<file path="src/rtl/regfile_write_arbiter_if.sv">
// Handshake bundle between two writeback requesters, the arbiter and the register file write port.
// The master side presents requests and observes grants; the slave side is the arbiter itself.
interface regfile_write_arbiter_if #(
  parameter int DATA_WIDTH = 32,
  parameter int ADDR_WIDTH = 5
);
  logic                  req0_valid;
  logic                  req0_ready;
  logic [ADDR_WIDTH-1:0] req0_address;
  logic [DATA_WIDTH-1:0] req0_data;
  logic                  req1_valid;
  logic                  req1_ready;
  logic [ADDR_WIDTH-1:0] req1_address;
  logic [DATA_WIDTH-1:0] req1_data;
  logic [ADDR_WIDTH-1:0] write_address;
  logic [DATA_WIDTH-1:0] write_data;
  logic                  write_enable;
  logic                  starved;

  modport master (
    output req0_valid, req0_address, req0_data,
    output req1_valid, req1_address, req1_data,
    input  req0_ready, req1_ready,
    input  write_address, write_data, write_enable, starved
  );

  modport slave (
    input  req0_valid, req0_address, req0_data,
    input  req1_valid, req1_address, req1_data,
    output req0_ready, req1_ready,
    output write_address, write_data, write_enable, starved
  );
endinterface

</file>
<file path="src/rtl/regfile_write_arbiter.sv">
// Shares one register-file write port between the in-order writeback (priority) and a
// long-latency unit, with a bounded-wait forced grant and a one-cycle registered write stage.
module regfile_write_arbiter #(
  parameter int DATA_WIDTH = 32,
  parameter int ADDR_WIDTH = 5,
  parameter int MAX_WAIT   = 3
) (
  input  logic                   clk,
  input  logic                   rst,
  regfile_write_arbiter_if.slave bus
);

  localparam logic [3:0] MAX_WAIT_C = 4'(MAX_WAIT);

  logic [3:0]            wait_cnt_q, wait_cnt_d;
  logic [ADDR_WIDTH-1:0] write_address_q, write_address_d;
  logic [DATA_WIDTH-1:0] write_data_q, write_data_d;
  logic                  write_enable_q, write_enable_d;
  logic                  force_grant;
  logic                  grant0;
  logic                  grant1;

  // Grant stage: combinational arbitration, gated off while reset is held
  always_comb begin
    force_grant = (wait_cnt_q == MAX_WAIT_C);
    grant1      = rst && bus.req1_valid && (force_grant || !bus.req0_valid);
    grant0      = rst && bus.req0_valid && !(force_grant && bus.req1_valid);

    wait_cnt_d = wait_cnt_q;
    if (!bus.req1_valid || grant1) begin
      wait_cnt_d = 4'd0;
    end else if (wait_cnt_q != MAX_WAIT_C) begin
      wait_cnt_d = wait_cnt_q + 4'd1;
    end

    write_address_d = write_address_q;
    write_data_d    = write_data_q;
    write_enable_d  = 1'b0;
    if (grant1) begin
      write_address_d = bus.req1_address;
      write_data_d    = bus.req1_data;
      write_enable_d  = (bus.req1_address != '0);
    end else if (grant0) begin
      write_address_d = bus.req0_address;
      write_data_d    = bus.req0_data;
      write_enable_d  = (bus.req0_address != '0);
    end
  end

  // Write stage: registered register-file port, cleared asynchronously so a staged write is lost
  always_ff @(posedge clk or negedge rst) begin
    if (!rst) begin
      wait_cnt_q      <= 4'd0;
      write_address_q <= '0;
      write_data_q    <= '0;
      write_enable_q  <= 1'b0;
    end else begin
      wait_cnt_q      <= wait_cnt_d;
      write_address_q <= write_address_d;
      write_data_q    <= write_data_d;
      write_enable_q  <= write_enable_d;
    end
  end

  assign bus.req0_ready    = grant0;
  assign bus.req1_ready    = grant1;
  assign bus.starved       = force_grant && bus.req1_valid;
  assign bus.write_address = write_address_q;
  assign bus.write_data    = write_data_q;
  assign bus.write_enable  = write_enable_q;

endmodule

</file>
<file path="src/flat_wrapper.sv">
// flat-port wrapper written by rule: the top's interface ports become plain ports
module regfile_write_arbiter_flat 
#(
  parameter int DATA_WIDTH = 32,
  parameter int ADDR_WIDTH = 5,
  parameter int MAX_WAIT   = 3
)
  (clk, rst, bus_req0_valid, bus_req0_address, bus_req0_data, bus_req1_valid, bus_req1_address, bus_req1_data, bus_req0_ready, bus_req1_ready, bus_write_address, bus_write_data, bus_write_enable, bus_starved);
  regfile_write_arbiter_if #(.DATA_WIDTH(DATA_WIDTH), .ADDR_WIDTH(ADDR_WIDTH)) bus_i ();
  input  logic clk;
  input  logic rst;
  input wire logic [$bits(bus_i.req0_valid)-1:0] bus_req0_valid;
  input wire logic [$bits(bus_i.req0_address)-1:0] bus_req0_address;
  input wire logic [$bits(bus_i.req0_data)-1:0] bus_req0_data;
  input wire logic [$bits(bus_i.req1_valid)-1:0] bus_req1_valid;
  input wire logic [$bits(bus_i.req1_address)-1:0] bus_req1_address;
  input wire logic [$bits(bus_i.req1_data)-1:0] bus_req1_data;
  output wire logic [$bits(bus_i.req0_ready)-1:0] bus_req0_ready;
  output wire logic [$bits(bus_i.req1_ready)-1:0] bus_req1_ready;
  output wire logic [$bits(bus_i.write_address)-1:0] bus_write_address;
  output wire logic [$bits(bus_i.write_data)-1:0] bus_write_data;
  output wire logic [$bits(bus_i.write_enable)-1:0] bus_write_enable;
  output wire logic [$bits(bus_i.starved)-1:0] bus_starved;
  assign bus_i.req0_valid = bus_req0_valid;
  assign bus_i.req0_address = bus_req0_address;
  assign bus_i.req0_data = bus_req0_data;
  assign bus_i.req1_valid = bus_req1_valid;
  assign bus_i.req1_address = bus_req1_address;
  assign bus_i.req1_data = bus_req1_data;
  assign bus_req0_ready = bus_i.req0_ready;
  assign bus_req1_ready = bus_i.req1_ready;
  assign bus_write_address = bus_i.write_address;
  assign bus_write_data = bus_i.write_data;
  assign bus_write_enable = bus_i.write_enable;
  assign bus_starved = bus_i.starved;
  regfile_write_arbiter #(.DATA_WIDTH(DATA_WIDTH), .ADDR_WIDTH(ADDR_WIDTH), .MAX_WAIT(MAX_WAIT)) u_core (.clk(clk), .rst(rst), .bus(bus_i));
endmodule
</file>
<file path="config.mk">
export PLATFORM = sky130hd
export DESIGN_NAME = regfile_write_arbiter_flat
export DESIGN_NICKNAME = d
export VERILOG_FILES = /design/src/rtl/regfile_write_arbiter_if.sv /design/src/rtl/regfile_write_arbiter.sv /design/src/flat_wrapper.sv
export SDC_FILE = /design/constraint.sdc
export NUM_CORES = 1
export LEC_CHECK = 0
export BUFFER_PORTS_ARGS = -buffer_cell sky130_fd_sc_hd__buf_2
export CAP_MARGIN = 20
export CORE_AREA = 3 3 75 77
export DETAILED_ROUTE_END_ITERATION = 16
export DIE_AREA = 0 0 78 80
export PLACE_DENSITY = 0.75
export SETUP_SLACK_MARGIN = 0.5
export SYNTH_ARGS = -nofsm -noshare
export SYNTH_HDL_FRONTEND = slang
export SYNTH_SLANG_ARGS = --single-unit
</file>
<file path="constraint.sdc">
create_clock -name clk -period 2.05 [get_ports clk]
set_input_delay 0 -clock clk [delete_from_list [all_inputs] [get_ports clk]]
set_output_delay 0 -clock clk [all_outputs]
set_load 0.1 [all_outputs]
</file>
==> metrics.cfg, run 1 <==
[power]
p_sw_uw = 1440
p_per_area_nw_per_um2 = 898
p_clk_share_pct = 21.2
p_seq_share_pct = 32.5
internal-power_uw = 1660
p_leak_uw = 0.00162
swShare_pct = 46.5
peakVddDrop_mv = 0.635
pwr-share-comb_pct = 46.4

[clock_tree]
cts-buffers-inserted = 5
cts_sinks = 42
htreeDepth = 2
cts.clk_slew.worst_paths_ns = 0.08
clockBufferDepth = 2
clock_latency_ns = 0.29
cts-root-buf = clkbuf_8
cts_tree = done

[drt]
vias = 2269
wire_per_inst_um = 17.8
ant_nets = 0
viasPerCell = 5.72
drtIter0Drc = 149
post-route-drc-count = 0
dr.pass1.iters = 4
finalWirelength_um = 7050

[global_route]
overflow = 0
grt_max_degree = 45
antenna_found_initial = 0
grt_pass1_wl_um = 11500
grt_usage_pct = 23.2
grt_pass1_vias = 2328

[critical_path]
crit_required_ns = 2.22
reg2reg_depth = 5
cpPeakStageDelay_ns = 0.43
r2r-start = u_core.wait_cnt_q[1]
worstSetupStartpointType = flip-flop
crit_chain = ha_2, or3b_4, buf_12, o2111a_1, a221o_1
r2r_end = u_core.bus.write_data[25]
cp-end-kind = flip-flop
crit_slowest_cell = or3b_4
critPathMaxFanout = 35
ff2ff_setup_slack_ns = 0.23
arrival_ns = 1.99
worstSetupPathType = flip-flop to flip-flop

[synthesis]
syn_area_per_cell_um2 = 12.9
async_flop_share_pct = 100
ys_warn_count = 0
seq_area_frac_synth_pct = 48.3
synth_top_area_share_pct = 48.3
syn_area_um2 = 2170
synth_cell_type_count = 28
synth_cells = 169
synth_edf_count = 0
synth_flop_cell = dfrtp_1
synth.most_common_cell = dfrtp_1
synth_common_cells = dfrtp_1 (42), a221o_1 (37), o2111a_1 (37), clkbuf_1 (14), buf_6 (7)
synth-seq-cells = 42
synth.largest_area_cell = dfrtp_1
syn_nets = 248
yosys-top-cells-area = dfrtp_1 (48%), o2111a_1 (19%), a221o_1 (17%), buf_6 (3.6%), clkbuf_1 (2.4%)

[die]
io_pins = 119
core_area_um2 = 5070
initial_core_util_pct = 42.9
die_area_um2 = 6240
num_rows = 26
die_y_um = 80
die_x_um = 78

[timing]
setup_viol = 0
final.setup.tns_ns = 0
clock.fmax_mhz = 551
relSlewSlack_pct = 63.4
maxSlewViolCount = 0
worst_slew_pin_slew_ns = 0.549
timing.final.hold_violations = 0
clock_skew_ns = 0.00357
fin_ws_ns = 0.234
rsz0062_at_grt = true
fin_crit_ns = 1.82
fin_crit_sh_pct = 88.6

[job]
max_cap_violations = 0

[hold_path]
hold_path.class = input port to flip-flop
min_to = u_core.bus.write_data[20]
hp-start = bus_req0_data[20]
hold_depth = 3

[finish]
drive_gt1_share_pct = 45.6
diodes = 0
synthToLayoutAreaGrowth_pct = 58.7
nets = 405

[placed_design]
dp_slack_ns = 0.0522
gp_congestion = 0.805
hpwl_um = 4460
io_buffer_count = 118

[outcome]
outcome = complete, no violations

[power groups by stage]
stage / combinational, µW / sequential, µW / clock, µW
floorplan: 276 / 1800 / 0
global placement: 1340 / 1020 / 0
detailed placement: 1360 / 1010 / 0
CTS: 1430 / 1000 / 672
global route: 1490 / 1020 / 704
finish: 1440 / 1010 / 656
[logic make-up (layout without fill, tap and decap cells)]
group	count (synthesis)	in the layout	synth area share (%)
compound gates	83	83	39.1
flops	42	42	48.3
buf+inv	27	185	7.42
simple gates	13	13	3.34
xor+xnor	2	2	0.806
fa+ha+maj	1	1	0.575
mux	1	1	0.460
[area by class of cell]
| class | instances | area, µm² |
|---|---|---|
| Clock buffer | 6 | 72.6 |
| Clock inverter | 2 | 37.5 |
| Fill cell | 393 | 1620 |
| Inverter | 2 | 7.51 |
| Multi-Input combinational cell | 100 | 997 |
| Sequential cell | 42 | 1050 |
| Tap cell | 70 | 87.6 |
| Timing Repair Buffer | 175 | 1200 |
[cell usage in the layout (no fill, tap or decap), types with 2 or more instances in the layout]
| cell type | Yosys | layout |
|---|---|---|
| buf_2 | 3 | 115 |
| dfrtp_1 | 42 | 42 |
| dlygate4sd3_1 | 0 | 39 |
| o2111a_1 | 37 | 37 |
| a221o_1 | 37 | 37 |
| buf_4 | 1 | 14 |
| clkbuf_8 | 0 | 5 |
| buf_12 | 0 | 5 |
| nand2_1 | 4 | 4 |
| inv_1 | 2 | 2 |
| or4_1 | 2 | 2 |
| o22ai_1 | 2 | 2 |
[layer usage]
metal / vias up / global-route usage, % / wire length (µm)
met4: 0 / 6.82 / 116
met2: 95 / 39.1 / 3620
met1: 1116 / 29.8 / 2890
li1: 1046 / - / -
met3: 12 / 5.19 / 424
met5: - / 0 / 0
[worst max path at each step]
stage,from,end,slack (ns),cells past startpoint
final,u_core.wait_cnt_q[1],u_core.bus.write_data[25],0.23,5
after global routing,u_core.wait_cnt_q[0],u_core.bus.write_data[15],0.20,5
after CTS,u_core.wait_cnt_q[0],bus_req0_ready,0.27,6
after detailed placement,u_core.wait_cnt_q[1],u_core.bus.write_data[4],0.05,5
after global placement,u_core.wait_cnt_q[1],u_core.bus.write_data[11],0.09,5
after floorplan,u_core.wait_cnt_q[0],bus_req0_ready,0.01,6
[flip-flops by register name (all words and copies together), names as in the netlist]
register,cells
u_core.bus.write_address,5
u_core.wait_cnt_q,4
u_core.bus.write_enable,1
u_core.bus.write_data,32
[timing repair]
item | 4_1_cts | 5_1_grt
setup endpoints to repair | 43 | 43
cloned | 0 | 0
resized for setup | 3 | 1
buffers inserted | 4 | 2
endpoints found under the hold margin | 58 | 0
hold buffers | 39 | 0
pin swaps | 4 | 0
[metrics by stage]
stage | hold WS, ns | utilization (%) | cell area (µm²) | total power, µW | instances
final | 0.0629 | 68.0 | 3450 | 3100 | 397
after global routing | 0.0589 | 68.0 | 3450 | 3220 | 397
after CTS | 0.0535 | 67.6 | 3430 | 3100 | 395
after detailed placement | -0.115 | 57.0 | 2890 | 2370 | 344
after global placement | -0.123 | 57.0 | 2890 | 2360 | 344
after floorplan | -0.296 | - | 2200 | 2080 | 169
[worst max-delay path: cells and delay by family (launching register included)]
family,cells,cell delay [ns]
AO/OA/AOI/OAI,2,0.51
AND/OR/NAND/NOR,1,0.43
flip-flops,1,0.37
adder cells (fa/ha/maj),1,0.19
buffers and inverters,1,0.19
Note: power is estimated with default switching activity, not from simulation.
==> run 2: changes to the inputs <==
--- a/config.mk
+++ b/config.mk
@@ -7,11 +7,11 @@
 export LEC_CHECK = 0
 export BUFFER_PORTS_ARGS = -buffer_cell sky130_fd_sc_hd__buf_2
 export CAP_MARGIN = 20
-export CORE_AREA = 3 3 75 77
+export CORE_AREA = 3 3 90 92
 export DETAILED_ROUTE_END_ITERATION = 16
-export DIE_AREA = 0 0 78 80
-export PLACE_DENSITY = 0.75
-export SETUP_SLACK_MARGIN = 0.5
+export DIE_AREA = 0 0 93 95
+export PLACE_DENSITY = 0.54
+export SETUP_SLACK_MARGIN = 0.2
 export SYNTH_ARGS = -nofsm -noshare
 export SYNTH_HDL_FRONTEND = slang
 export SYNTH_SLANG_ARGS = --single-unit
==> run 2 against run 1 <==
Net effect:
- wire length increased by 6.5%
- hold slack worse by 0.030 ns
- sequential power about the same
- design area increased by 4.7%
- clock power down 0.8%
- critical endpoint is now u_core.bus.write_data[12]
- largest cell class unchanged
- largest power group unchanged
- highest routed layer unchanged
==> metrics.cfg, run 2 (synthesis gave the netlist of run 1 again) <==
[clock_tree]
cts.clk_slew.worst_paths_ns = 0.08  ; about the same
cts_tree = done
cts_sinks = 42  ; unchanged
clockBufferDepth = 2  ; unchanged
cts-root-buf = clkbuf_8
clock_latency_ns = 0.29  ; about the same
cts-buffers-inserted = 5  ; unchanged
htreeDepth = 2  ; unchanged

[finish]
largest_register_ffs = 32  ; unchanged
diodes = 0  ; unchanged
nets = 411  ; +1.5%
drive_gt1_share_pct = 46.5  ; +0.98 points
synthToLayoutAreaGrowth_pct = 66.2
mostFrequentLayoutCells = buf_2 (114), dfrtp_1 (42), dlygate4sd3_1 (38)
mostFrequentLayoutCell = buf_2

[timing]
setup_viol = 0  ; unchanged
final.setup.tns_ns = 0  ; unchanged
fin_hold_ws_ns = 0.0331  ; -0.0298 ns
timing.final.hold_violations = 0  ; unchanged
maxSlewViolCount = 0  ; unchanged
worst_slew_pin_slew_ns = 0.528  ; -0.0211 ns
clock_skew_ns = 0.00544  ; +0.00187 ns
rsz0062_at_grt = true
clock.fmax_mhz = 534  ; -3.1%
fin_crit_ns = 1.87  ; +0.0574 ns
relSlewSlack_pct = 64.7  ; +1.3 points
fin_crit_sh_pct = 91.4  ; +2.8 points

[critical_path]
crit_slowest_cell = or3b_4
critPathMaxFanout = 15  ; -57%
crit_required_ns = 2.23  ; about the same
arrival_ns = 2.05  ; +0.06 ns
crit_chain = ha_2, or3b_4, buf_4, buf_16, o2111a_1, a221o_1
cp-end-kind = flip-flop
cpPeakStageDelay_ns = 0.40  ; -0.03 ns
worstSetupStartpointType = flip-flop
cp_top_family = compound AO/OA/AOI/OAI gates
critPathBufInv = 2  ; +1
worstSetupPathType = flip-flop to flip-flop

[hold_path]
hold_path.class = input port to flip-flop

[drt]
drtIter0Drc = 104  ; -30%
wire_per_inst_um = 17.4  ; -2.1%
viasPerCell = 5.23  ; -8.5%
post-route-drc-count = 0  ; unchanged
finalWirelength_um = 7510  ; +6.5%
vias = 2259  ; -0.44%
dr.pass1.iters = 4  ; unchanged
ant_nets = 0  ; unchanged

[job]
max_cap_violations = 0  ; unchanged

[die]
die_y_um = 95  ; +19%
num_rows = 31  ; +19%
core_area_um2 = 7290  ; +44%
io_pins = 119  ; unchanged
initial_core_util_pct = 29.8  ; -13 points
die_x_um = 93  ; +19%
die_area_um2 = 8840  ; +42%

[global_route]
overflow = 0  ; unchanged
grt_max_degree = 44  ; -2.2%
grt_pass1_wl_um = 11900  ; +3.5%
antenna_found_initial = 0  ; unchanged
grt_usage_pct = 17.2  ; -5.9 points
grt_pass1_vias = 2337  ; +0.39%

[outcome]
outcome = complete, no violations

[placed_design]
hpwl_um = 4690  ; +5.3%
io_buffer_count = 118  ; unchanged
gp_congestion = 0.709  ; -12%

[power]
peakVddDrop_mv = 0.371  ; -42%
p_leak_uw = 0.00168  ; +3.9%
p_per_area_nw_per_um2 = 866  ; -3.6%

-- run 2: changes by cell type in the layout (fill, tap and decap cells not counted), sizes merged --
cell and delta:
clkbuf +1, clkinvlp -1, buf +7, dlygate4sd3 -1
-- run 2: through the flow --
stage | total power [µW] | setup WS [ns] | util, % | std cells | cell area (µm²)
after global routing | 3260 | 0.116 | 49.6 | 432 | 3610
after CTS | 3150 | 0.167 | 49.0 | 428 | 3570
after global placement | 2380 | 0.146 | 40.5 | 370 | 2950
after floorplan | 2070 | 0.0101 | - | 169 | 2200
final | 3130 | 0.177 | 49.6 | 432 | 3610
after detailed placement | 2380 | 0.0990 | 40.5 | 370 | 2950
-- run 2: layer usage --
metal | GRT usage (%) | vias to the layer above | share of wire (%)
met2 | 28.0 | 96 | 48
met1 | 23.0 | 1092 | 44
met3 | 4.46 | 4 | 7.4
met5 | 0 | - | 0
li1 | - | 1067 | -
met4 | 4.27 | 0 | 0.60
-- run 2: tightest hold or removal path, cell delays in order --
cell     delay (ns)
buf_2          0.15
nand2_1        0.07
o22ai_1        0.07
-- run 2: cell type report --
class,instances,area [µm²]
multi-input combinational,100,1000
clock buffer,7,76.3
tap,99,124
clock inverter,1,30.0
fill,678,3680
sequential,42,1050
timing repair buffer,181,1320
inverter,2,7.51
-- run 2: where the power goes --
part | switching [µW] | internal [µW] | total [µW]
clock network | 286 | 365 | 651
registers | 62.5 | 940 | 1000
logic | 1090 | 387 | 1480
total | 1440 | 1690 | 3130
-- run 2: worst paths after layout --
kind                            depth (start not counted)  slack (ns)                         to                 startpoint
worst max register to register                          6        0.18  u_core.bus.write_data[12]       u_core.wait_cnt_q[1]
worst min register to register                          1        0.51  u_core.bus.write_data[31]  u_core.bus.write_data[31]
worst max-delay path                                    6        0.18  u_core.bus.write_data[12]       u_core.wait_cnt_q[1]
max in group asynchronous                               3        1.39  u_core.bus.write_data[27]                        rst
worst min-delay path                                    3        0.03       u_core.wait_cnt_q[1]             bus_req1_valid
min in group asynchronous                               2        0.12  u_core.bus.write_data[31]                        rst
-- run 2: what timing repair did --
item	4_1_cts	5_1_grt
endpoints found under the hold margin	79	0
setup endpoints to repair	40	30
pin swaps	2	1
hold buffers	38	0
resized for setup	1	1
setup buffers	11	3
gates cloned	1	0
==> run 3: changes to the inputs <==
--- a/config.mk
+++ b/config.mk
@@ -5,12 +5,13 @@
 export SDC_FILE = /design/constraint.sdc
 export NUM_CORES = 1
 export LEC_CHECK = 0
+export ABC_AREA = 1
 export BUFFER_PORTS_ARGS = -buffer_cell sky130_fd_sc_hd__buf_2
 export CAP_MARGIN = 20
-export CORE_AREA = 3 3 90 92
+export CORE_AREA = 3 3 94 96
 export DETAILED_ROUTE_END_ITERATION = 16
-export DIE_AREA = 0 0 93 95
-export PLACE_DENSITY = 0.54
+export DIE_AREA = 0 0 97 99
+export PLACE_DENSITY = 0.53
 export SETUP_SLACK_MARGIN = 0.2
 export SYNTH_ARGS = -nofsm -noshare
 export SYNTH_HDL_FRONTEND = slang
==> run 3 against run 2 <==
Net effect:
- flip-flop and latch count unchanged
- maximum frequency increased by 10%
- via count is 5.2% higher
- critical endpoint is now bus_req1_ready
- highest routed layer unchanged
==> metrics.cfg, run 3 <==
[outcome]
outcome = complete, no violations

[timing]
maxSlewViolCount = 0  ; unchanged
timing.final.hold_violations = 0  ; unchanged
worst_slew_pin_slew_ns = 0.679  ; +0.151 ns
clock.fmax_mhz = 590  ; +10%
clock_skew_ns = 0.00194  ; -0.00350 ns
fin_crit_sh_pct = 82.7  ; -8.6 points
fin_ws_ns = 0.354  ; +0.177 ns
final.setup.tns_ns = 0  ; unchanged
relSlewSlack_pct = 54.7  ; -10 points
rsz0062_at_grt = false
fin_hold_ws_ns = 0.00749  ; -0.0256 ns
setup_viol = 0  ; unchanged
fin_crit_ns = 1.70  ; -0.177 ns

[critical_path]
critPathBufInv = 3  ; +1
path_depth = 7  ; +1
crit_slowest_cell = dfrtp_1
worstSetupStartpointType = flip-flop
reg2reg_depth = 7  ; +1
r2r_end = u_core.wait_cnt_q[2]
ff2ff_setup_slack_ns = 0.51  ; +0.33 ns
arrival_ns = 1.70  ; -0.35 ns
crit_top_cell = nand2_2
cpPeakStageDelay_ns = 0.41  ; about the same
crit_chain = ha_1, nand2_2, nand2_2, nand2_2, buf_4, clkinvlp_4, buf_12
cp_top_family = buffers and inverters
r2r-start = u_core.wait_cnt_q[0]
critPathMaxFanout = 14  ; -1
crit_required_ns = 2.05  ; -0.18 ns
worstSetupPathType = flip-flop to output pin
cp-end-kind = output pin

[synthesis]
synth_top_area_share_pct = 43.9  ; -4.4 points
ys_warn_count = 0  ; unchanged
synth-compound-area-share_pct = 0.418  ; -39 points
syn_area_um2 = 2390  ; +10%
synth_cells = 321  ; +90%
synth_cell_type_count = 19  ; -32%
post_synth_and_or_nand_nor_area_fraction_pct = 41.0  ; +38 points
synth_flop_cell = dfrtp_1
seq_area_frac_synth_pct = 43.9  ; -4.4 points
synth_common_cells = nand2_1 (124), nand3_1 (44), inv_1 (43), dfrtp_1 (42), nand3b_1 (31)
synth_xor_area_share_pct = 0.731  ; -0.074 points
synthMuxAreaShare_pct = 0  ; -0.46 points
synth_adder_area_share_pct = 0.522  ; -0.053 points
syn_nets = 400  ; +61%
synth_edf_count = 0  ; unchanged
synth-seq-cells = 42  ; unchanged
async_flop_share_pct = 100  ; unchanged
synth_top_family_by_area = simple AND/OR/NAND/NOR gates
yosys-top-cells-area = dfrtp_1 (44%), nand2_1 (19%), nand3b_1 (9.7%), nand3_1 (9.2%), inv_1 (6.7%)
synth.most_common_cell = nand2_1
synth.largest_area_cell = dfrtp_1
syn_area_per_cell_um2 = 7.46  ; -42%

[global_route]
grt_pass1_vias = 2342  ; +0.21%
overflow = 0  ; unchanged
grt_max_degree = 43  ; -2.3%
antenna_found_initial = 0  ; unchanged
grt_usage_pct = 14.4  ; -2.9 points
grt_pass1_wl_um = 11200  ; -6.0%

[hold_path]
hp-start = bus_req0_data[5]
min_to = u_core.bus.write_data[5]
hold_depth = 5  ; +2
hold_path.class = input port to flip-flop

[clock_tree]
clockBufferDepth = 2  ; unchanged
cts.clk_slew.worst_paths_ns = 0.07  ; about the same
cts-buffers-inserted = 5  ; unchanged
cts_tree = done
post_cts_resized = 0  ; -1
cts_setup_buffers = 0  ; -11
clock_latency_ns = 0.29  ; about the same
htreeDepth = 2  ; unchanged
cts_sinks = 42  ; unchanged
cts-root-buf = clkbuf_8

[finish]
nFillCells = 853  ; +26%
mostFrequentLayoutCell = nand2_1
largest_register_ffs = 32  ; unchanged
drive_gt1_share_pct = 31.4  ; -15 points
diodes = 0  ; unchanged
mostFrequentLayoutCells = nand2_1 (124), buf_2 (117), nand3_1 (44)
synthToLayoutAreaGrowth_pct = 34.3
nets = 522  ; +27%
fin_util_pct = 39.5  ; -10 points
final_area_um2 = 3220  ; -11%

[drt]
ant_nets = 0  ; unchanged
post-route-drc-count = 0  ; unchanged
vias = 2377  ; +5.2%
finalWirelength_um = 6830  ; -9.1%
drtIter0Drc = 63  ; -39%
viasPerCell = 4.35  ; -17%
dr.pass1.iters = 4  ; unchanged
wire_per_inst_um = 12.5  ; -28%

[die]
num_rows = 33  ; +6.5%
die_y_um = 99  ; +4.2%
die_area_um2 = 9600  ; +8.7%
die_x_um = 97  ; +4.3%
initial_core_util_pct = 29.4  ; -0.38 points
io_pins = 119  ; unchanged
core_area_um2 = 8130  ; +12%

[placed_design]
hpwl_um = 4800  ; +2.4%
dp_slack_ns = 0.488  ; +0.389 ns
placed_cell_area_um2 = 3030  ; +2.8%
io_buffer_count = 118  ; unchanged
gp_congestion = 0.780  ; +10%

[power]
p_leak_uw = 0.00192  ; +14%
peakVddDrop_mv = 0.320  ; -14%
p_per_area_nw_per_um2 = 883  ; +2.0%

[job]
max_cap_violations = 0  ; unchanged

## run 3: through the flow
stage	cells	total power [µW]
2_1_floorplan	321	2060
3_3_place_gp	532	2330
3_5_place_dp	532	2330
4_1_cts	547	2880
5_1_grt	547	3000
6_report	547	2840
## run 3: worst max path at each step
stage / slack [ns] / endpoint / start
floorplan: 0.26 / u_core.bus.write_enable / u_core.wait_cnt_q[0]
global placement: 0.53 / u_core.bus.write_data[3] / u_core.wait_cnt_q[0]
detailed placement: 0.49 / u_core.wait_cnt_q[2] / u_core.wait_cnt_q[0]
CTS: 0.33 / bus_req1_ready / u_core.wait_cnt_q[0]
global route: 0.24 / bus_req1_ready / u_core.wait_cnt_q[0]
finish: 0.35 / bus_req1_ready / u_core.wait_cnt_q[0]
## run 3: worst reg2reg max path, stage by stage, from the launching register on
cell and delay [ns]:
dfrtp_1 0.41, ha_1 0.25, nand2_2 0.10, nand2_2 0.07, nand2_2 0.06, buf_4 0.29
nand2_1 0.12, nor3_1 0.15
## run 3: cell families (layout without fill, tap and decap cells)
kind of cell,count (synthesis),in the layout
and+or+nand+nor,210,210
xor gates and xnor gates,2,2
buffers and inverters,64,185
AOI/OAI and AO/OA,2,2
DFF,42,42
adders and majority gates,1,1
## run 3: what timing repair did
action / CTS / global route
hold buffers: 9 / 0
endpoints found under the hold margin: 48 / 0
endpoints found under the setup margin: 0 / 0
## run 3: area by class of cell
cell class	count	area, µm²	area share [%]
clock buffer	6	82.6	2.57
inverter	45	173	5.37
multi-input combinational	215	1020	31.7
sequential	42	1050	32.7
tap	105	131	4.08
timing repair buffer	134	758	23.6
## run 3: per-layer routing
layer,GRT usage (%),wire length [µm],vias up,share of wire [%]
met3,3.96,420,5,6.2
met2,25.8,3470,70,51
met1,16.8,2870,1070,42
met5,0,0,-,0
met4,4.00,66,0,0.97
li1,-,-,1232,-
## run 3: power breakdown
part / switching, µW / internal [µW] / leakage, µW
registers: 61.5 / 939 / 0.000516
clock network: 258 / 260 / 0.0000431
logic: 1080 / 246 / 0.00136
total: 1390 / 1440 / 0.00192
